### src/rtl/fetch_pkg.sv
// Shared types and constants for the fetch/phase sequencer.
package fetch_pkg;

  typedef enum logic [1:0] {
    HALTED = 2'd0,
    RUN    = 2'd1,
    STEP   = 2'd2
  } state_t;

  // Bit positions inside the decoder input word
  localparam int INSTR_MSB = 6;
  localparam int INSTR_LSB = 3;
  localparam int C_BIT     = 2;
  localparam int Z_BIT     = 1;
  localparam int PH_BIT    = 0;

  localparam logic PHASE_FETCH = 1'b0;
  localparam logic PHASE_EXEC  = 1'b1;

endpackage

### src/rtl/fetch_sequencer_run_ctrl.sv
// Run/halt/single-step controller. Produces the advance strobe for the
// datapath and only ever leaves RUN/STEP on an execute edge, so the core
// always stops on an instruction boundary (phase back at fetch).
//
// state  | meaning
// HALTED | datapath frozen, waiting for run or step_req
// RUN    | free-running; halt requests deferred to the next execute edge
// STEP   | one fetch + one execute, then back to HALTED
module run_ctrl
  import fetch_pkg::*;
(
  input  logic clk,
  input  logic reset,
  input  logic run,
  input  logic halt_req,
  input  logic step_req,
  input  logic phase,
  output logic adv,
  output logic running
);

  state_t state;
  logic   halt_pending;
  logic   stop_now;

  // A stop request seen in this cycle or remembered from the fetch cycle
  assign stop_now = halt_pending | halt_req | ~run;
  assign adv      = (state == RUN) || (state == STEP);

  // Controller FSM with registered running flag and deferred-halt memory
  always_ff @(posedge clk or posedge reset) begin
    if (reset) begin
      state        <= HALTED;
      running      <= 1'b0;
      halt_pending <= 1'b0;
    end else begin
      case (state)
        HALTED: begin
          halt_pending <= 1'b0;
          if (run) begin
            state   <= RUN;
            running <= 1'b1;
          end else if (step_req) begin
            state   <= STEP;
            running <= 1'b1;
          end
        end
        RUN: begin
          if (phase == PHASE_EXEC && stop_now) begin
            state        <= HALTED;
            running      <= 1'b0;
            halt_pending <= 1'b0;
          end else if (halt_req || !run) begin
            halt_pending <= 1'b1;
          end
        end
        STEP: begin
          if (phase == PHASE_EXEC) begin
            state   <= HALTED;
            running <= 1'b0;
          end
        end
        default: begin
          state        <= HALTED;
          running      <= 1'b0;
          halt_pending <= 1'b0;
        end
      endcase
    end
  end

endmodule

### src/rtl/fetch_sequencer.sv
// Instruction fetch/phase sequencer: owns pc, fetch register, phase and
// flags, and presents the registered decoder input word.
module fetch_sequencer
  import fetch_pkg::*;
#(
  parameter int PC_W = 12,
  parameter int DW   = 8
) (
  input  logic            clk,
  input  logic            reset,
  input  logic            run,
  input  logic            halt_req,
  input  logic            step_req,
  input  logic [DW-1:0]   prog_byte,
  input  logic            inc_pc,
  input  logic            load_pc,
  input  logic [PC_W-1:0] load_addr,
  input  logic            flags_we,
  input  logic            c_in,
  input  logic            z_in,
  output logic [PC_W-1:0] pc,
  output logic [3:0]      instr,
  output logic [3:0]      oprnd,
  output logic            phase,
  output logic            c_flag,
  output logic            z_flag,
  output logic [6:0]      dec_in,
  output logic            running
);

  logic adv;

  run_ctrl u_run_ctrl (
    .clk      (clk),
    .reset    (reset),
    .run      (run),
    .halt_req (halt_req),
    .step_req (step_req),
    .phase    (phase),
    .adv      (adv),
    .running  (running)
  );

  // Datapath registers move only on advance cycles
  always_ff @(posedge clk or posedge reset) begin
    if (reset) begin
      pc     <= '0;
      instr  <= '0;
      oprnd  <= '0;
      phase  <= PHASE_FETCH;
      c_flag <= 1'b0;
      z_flag <= 1'b0;
    end else if (adv) begin
      phase <= ~phase;
      if (phase == PHASE_FETCH) begin
        instr <= prog_byte[DW-1:DW-4];
        oprnd <= prog_byte[3:0];
      end
      if (load_pc)
        pc <= load_addr;
      else if (inc_pc)
        pc <= pc + 1'b1;
      if (flags_we) begin
        c_flag <= c_in;
        z_flag <= z_in;
      end
    end
  end

  // Decoder word is wiring only; every bit comes straight from a register
  always_comb begin
    dec_in                      = '0;
    dec_in[INSTR_MSB:INSTR_LSB] = instr;
    dec_in[C_BIT]               = c_flag;
    dec_in[Z_BIT]               = z_flag;
    dec_in[PH_BIT]              = phase;
  end

endmodule

### config.mk
export PLATFORM = sky130hd
export DESIGN_NAME = fetch_sequencer
export DESIGN_NICKNAME = d
export VERILOG_FILES = /design/src/rtl/fetch_pkg.sv /design/src/rtl/fetch_sequencer_run_ctrl.sv /design/src/rtl/fetch_sequencer.sv
export SDC_FILE = /design/constraint.sdc
export NUM_CORES = 1
export LEC_CHECK = 0
export ABC_AREA = 1
export CAP_MARGIN = 30
export CORE_ASPECT_RATIO = 1.2
export CORE_MARGIN = 5
export CORE_UTILIZATION = 39
export CTS_BUF_LIST = sky130_fd_sc_hd__clkbuf_16
export CTS_CLUSTER_SIZE = 25
export DETAILED_ROUTE_END_ITERATION = 10
export PLACE_DENSITY = 0.78
export SETUP_SLACK_MARGIN = 0.4
export SYNTH_ARGS = -nofsm -noshare
export SYNTH_HDL_FRONTEND = slang
export SYNTH_HIERARCHICAL = 1
export SYNTH_SLANG_ARGS = --single-unit
### constraint.sdc
create_clock -name clk -period 1.56 [get_ports clk]
set_clock_uncertainty 0.2 [all_clocks]
set_input_delay 0.312 -clock clk [delete_from_list [all_inputs] [get_ports clk]]
set_output_delay 0.312 -clock clk [all_outputs]
set_load 0.01 [all_outputs]
### Word level (Yosys, flattened, before mapping)

Index checks and enable logic that the tools add are counted.

* add/sub/neg operators: 1
* $mul: 0
* div/mod/pow operators: 0
* order comparisons: 0
* eq/ne operators: 6
* shift operators: 0
* muxes and demuxes: 15
* bitwise logic cells: 5
* reduce and logical (&&, ||, !) cells: 11

Operator list (count)
* two-way mux 12 bit: 2
* adder 12 x 1 -> 12 bit, second input constant: 1
* two-way mux 2 bit: 4
* AND reduction 2 bit: 4
* two-way mux 1 bit: 6
* != test 3 bit, second input constant: 2
* case mux 2 bit (3 select lines): 1
* != test 2 bit, second input constant: 2
* NOT 1 bit: 3
* case mux 1 bit (3 select lines): 1
* AND reduction 3 bit: 1
* equality test 2 x 1 -> 1 bit, second input constant: 1
* equality test 2 bit, second input constant: 1
* zero test 2 bit: 1
* logical OR 1 bit: 2
* OR 1 bit: 2
* case mux 1 bit (2 select lines): 1
* nonzero test 2 bit: 1
* logical AND 1 bit: 1
* zero test 1 bit: 1

* register bits after elaboration: 27
* latch bits: 0
* memory bits (writable): 0
* ROM bits: 0
* memories kept: 0

### Logic depth before layout (Yosys ltp)

* depth after elaboration: 5
* gate-level depth with buffers: 8

### By module

The synthesis kept the hierarchy.

Modules (own cells, without submodules)
* fetch_sequencer: instances 1, cells an instance 157, area an instance 1292.5 um^2, sequential area each 575.6 um^2
* run_ctrl: instances 1, cells an instance 36, area an instance 272.8 um^2, sequential area each 100.1 um^2

### Least setup slack after synthesis

OpenSTA, ideal clock, no wires.

* kind: reg2reg
* start: reg u_run_ctrl.state[0]
* end: reg instr[0]
* setup time: 125 ps
* arrival time: 1378 ps
* data required time: 1235 ps
* slack: -143 ps
* cell stages (with the launch flop): 7
* path buffers: 1
* cell sequence: dfrtp_1 inv_1 ha_1 inv_2 or2_1 buf_6 mux2_4

* word-level cells in the longest chain between the ends: 3
* elaborated cells on any way between the ends: 4
* classes of those cells: eq/ne (2); reduce/logical (2)

RTL lines
* start: declaration: line fetch_sequencer_run_ctrl.sv:22 `state_t state;`
* start signal: assignment: line fetch_sequencer_run_ctrl.sv:33 `state <= HALTED;`
* start signal: assignment: line fetch_sequencer_run_ctrl.sv:41 `state <= RUN;`
* start signal: assignment: line fetch_sequencer_run_ctrl.sv:44 `state <= STEP;`
* equality test 2 x 1 -> 1 bit / equality test 2 bit (equally long branches): line fetch_sequencer_run_ctrl.sv:28 `assign adv = (state == RUN) || (state == STEP);`
* logical OR 1 bit (*): line fetch_sequencer_run_ctrl.sv:28
* via adv: line fetch_sequencer.sv:31 `logic adv;`
* AND reduction 2 bit (no source line) (*)
* end signal: assignment: line fetch_sequencer.sv:56 `instr <= prog_byte[DW-1:DW-4];`
* end: declaration: line fetch_sequencer.sv:22 `output logic [3:0] instr,`

The timed path passes the listed nets; every way through them passes the cells marked *.
A chain may end at the register's enable or synchronous reset.

### Worst setup path after layout

* start: reg u_run_ctrl.state[1]
* end: reg oprnd[2]

* word-level cells in the longest chain between the ends: 3
* elaborated cells on any way between the ends: 4
* classes of those cells: eq/ne (2); reduce/logical (2)

RTL lines
* equality test 2 x 1 -> 1 bit / equality test 2 bit (equally long branches): line fetch_sequencer_run_ctrl.sv:28
* logical OR 1 bit (*): line fetch_sequencer_run_ctrl.sv:28
* via adv: line fetch_sequencer.sv:31
* AND reduction 2 bit (no source line) (*)
* end signal: assignment: line fetch_sequencer.sv:57 `oprnd <= prog_byte[3:0];`
* end: declaration: line fetch_sequencer.sv:23 `output logic [3:0] oprnd,`

Marks and branches as above.

==> results.sh <==
export IMPL_worstSetupPathType="reg2reg"
export IMPL_seq_area_frac_synth_pct=43.17
export IMPL_avgSynthCellArea_um2=8.110
export IMPL_grt_antenna_before_repair=0
export IMPL_netlist_area_um2=1565
export IMPL_cap_violations=0
export IMPL_fp_dieW_um=67.83
export IMPL_fin_crit_ps=1722
export IMPL_cts_htree_levels=1
export IMPL_clkLatencyLatePin_ps=260
export IMPL_die_area_um2=5386
export IMPL_power_per_cell_area_nw_per_um2=2108
export IMPL_period_share_pct=110.4
export IMPL_fin_util_pct=72.22
export IMPL_syn_num_nets=227
export IMPL_maxSlewViolCount=0
export IMPL_die_y_um=79.40
export IMPL_synth_top_cell_area_share_pct=43.17
export IMPL_drc=0
export IMPL_grt_pass1_vias=1547
export IMPL_routed_wl_mm=4.612
export IMPL_area_growth_pct=80.42
export IMPL_critPathLaunchType="register"
export IMPL_clk_pin_slew_ps=70
export IMPL_grt_setup_unrepaired="true"
export IMPL_diodes=0
export IMPL_ys_types=25
export IMPL_setup_viol=22
export IMPL_fmax_mhz=580.7
export IMPL_first_pass_iters=4
export IMPL_drt_initial_drc_count=51
export IMPL_cts_tree="done"
export IMPL_cts_max_path_buffers=2
export IMPL_cts_hold_buf=0
export IMPL_io_pins=61
export IMPL_ff2ff_setup_slack_ps=-160
export IMPL_finalHoldViolations=0
export IMPL_violations="setup timing"
export IMPL_synth_seq_cells=27
export IMPL_total_power_mw=5.952
export IMPL_clkSinkCount=27
export IMPL_hp_class="in2async"
export IMPL_slew_headroom_pct=74.59
export IMPL_wire_per_inst_um=13.21
export IMPL_rows=25
export IMPL_detailroute_via_count=1618
export IMPL_ant_nets=0
export IMPL_yosys_warnings=6
export IMPL_drive_gt1_share_pct=46.78
export IMPL_numPortBuffers=60
export IMPL_viasPerCell=4.636
export IMPL_setup_ws_ps=-162.0
export IMPL_dp_hpwl_mm=2.953
export IMPL_synth_area_leader_cell="dfrtp_1"
export IMPL_max_slew_worst_pin_slew_ps=377.2
export IMPL_cp_arrival_ps=1660
export IMPL_grt_pass1_wl_mm=6.969
export IMPL_root_buffer="clkbuf_16"
export IMPL_cts_buffers=3
export IMPL_syn_inst=193
export IMPL_fp_coreArea_um2=3910
export IMPL_initial_core_util_pct=40.03
export IMPL_gp_congestion=0.8485
export IMPL_nNetsFinal=330
export IMPL_leakagePower_nw=1.395
export IMPL_grt_max_degree=24
export IMPL_crit_required_ps=1500
export IMPL_gr_total_overflow=0
export IMPL_dp_cells=316
export IMPL_instances_no_fill=349
export IMPL_worstPathMaxFanout=9
export IMPL_whs_ps=64.88
export IMPL_cp_end_kind="register"
export IMPL_status="finished with violations"
export IMPL_grt_usage_pct=16.61
export IMPL_yosys_top_cells_area="dfrtp_1 43%, nand2_1 13%, mux2_4 7.7%"
export IMPL_peakVddDrop_mv=0.9921
sequential cells by signal, indices dropped and copies added, names as in the netlist:
name,cells
c_flag,1
instr,4
oprnd,4
pc,12
phase,1
u_run_ctrl/halt_pending,1
u_run_ctrl/running,1
u_run_ctrl/state,2
z_flag,1
layer usage:
metal | wire (um) | global-route usage (%) | vias up
met3 | 238 | 2.817 | 2
met4 | 18 | 2.982 | 0
li1 | - | - | 819
met2 | 2440 | 29.60 | 42
met5 | 0 | 0 | -
met1 | 1915 | 20.85 | 755
through the flow:
step                      cell area [um^2]  TNS (ps)  setup slack (ps)
final                                 2824     -2429            -162.0
after global routing                  2824     -3531            -207.6
after CTS                             2668     -2115            -149.1
after detailed placement              2385     -2966            -188.3
after global placement                2385     -2367            -145.5
after floorplan                       1602    -831.9            -104.0
critical path, stage by stage, from the launching register on:
cell,delay [ps]
dfrtp_1,360
inv_2,60
ha_4,270
inv_2,30
or2_4,230
buf_12,150
mux2_4,300
cell type report:
cell class,instances,area [um^2]
Sequential cell,27,676.9
Timing Repair Buffer,110,1002
Multi-Input combinational cell,136,928.4
Clock buffer,3,75.07
Clock inverter,1,3.754
Tap cell,54,67.56
Fill cell,283,1086
Inverter,18,70.07
power breakdown:
group          internal, mW  switching [mW]  leakage [nW]
clock network         0.343           0.237        0.0423
registers              1.06           0.243         0.320
logic                  2.28            1.79          1.03
total                  3.68            2.27          1.39
placed cells by master (no fill, tap or decap), types with 2 or more instances in the layout:
cell type / count
o21ai_2: 2
clkbuf_16: 3
nor2_4: 2
nand2_1: 43
buf_2: 21
nand2_4: 4
buf_12: 4
a21oi_2: 4
buf_6: 23
dfrtp_1: 26
a21oi_4: 3
buf_4: 32
ha_4: 3
nor2_1: 17
inv_2: 4
o21ai_0: 5
clkdlybuf4s50_1: 29
a21oi_1: 2
mux2_4: 10
nor2_2: 5
inv_1: 14
nand2_2: 11
nand4_1: 2
nand3_1: 12
nand3b_1: 3
cell usage after synthesis:
cell type,count
nand2_1,56
dfrtp_1,27
nor2_1,23
inv_1,17
nand3_1,12
a21oi_1,8
mux2_4,8
o21ai_0,8
buf_4,7
buf_2,4
ha_1,4
nand3b_1,3
mux2_2,2
nand2_2,2
nand4_1,2
a21oi_4,1
a31oi_1,1
buf_6,1
inv_2,1
nor2_2,1
o211ai_1,1
o21ai_1,1
o21bai_1,1
o22ai_1,1
or2_1,1
cells by family after synthesis:
| family | after synthesis | share of synthesized area (%) |
|---|---|---|
| buffers and inverters | 30 | 9.672 |
| and+or+nand+nor | 100 | 26.62 |
| DFF | 27 | 43.17 |
| AOI/OAI and AO/OA | 22 | 8.234 |
| adders and majority gates | 4 | 3.198 |
| muxes | 10 | 9.113 |
timing repair:
item,in CTS,in global routing
resized for setup,172,24
setup endpoints to repair,58,58
pin swaps,10,12
buffers inserted,19,8
gates cloned,2,0
worst paths after layout:
path,startpoint,depth (start not counted),to
max in group asynchronous,reset,3,pc[5]$_DFFE_PP0P_
min in group clk,oprnd[0]$_DFFE_PP0P_,1,oprnd[0]$_DFFE_PP0P_
hold / removal,reset,2,u_run_ctrl/running$_DFFE_PP0P_
hold reg to reg,oprnd[0]$_DFFE_PP0P_,1,oprnd[0]$_DFFE_PP0P_
setup reg to reg,u_run_ctrl/state[1]$_DFFE_PP0P_,6,oprnd[2]$_DFFE_PP0P_
setup / recovery,u_run_ctrl/state[1]$_DFFE_PP0P_,6,oprnd[2]$_DFFE_PP0P_
Power figures use the tool's default switching activity.
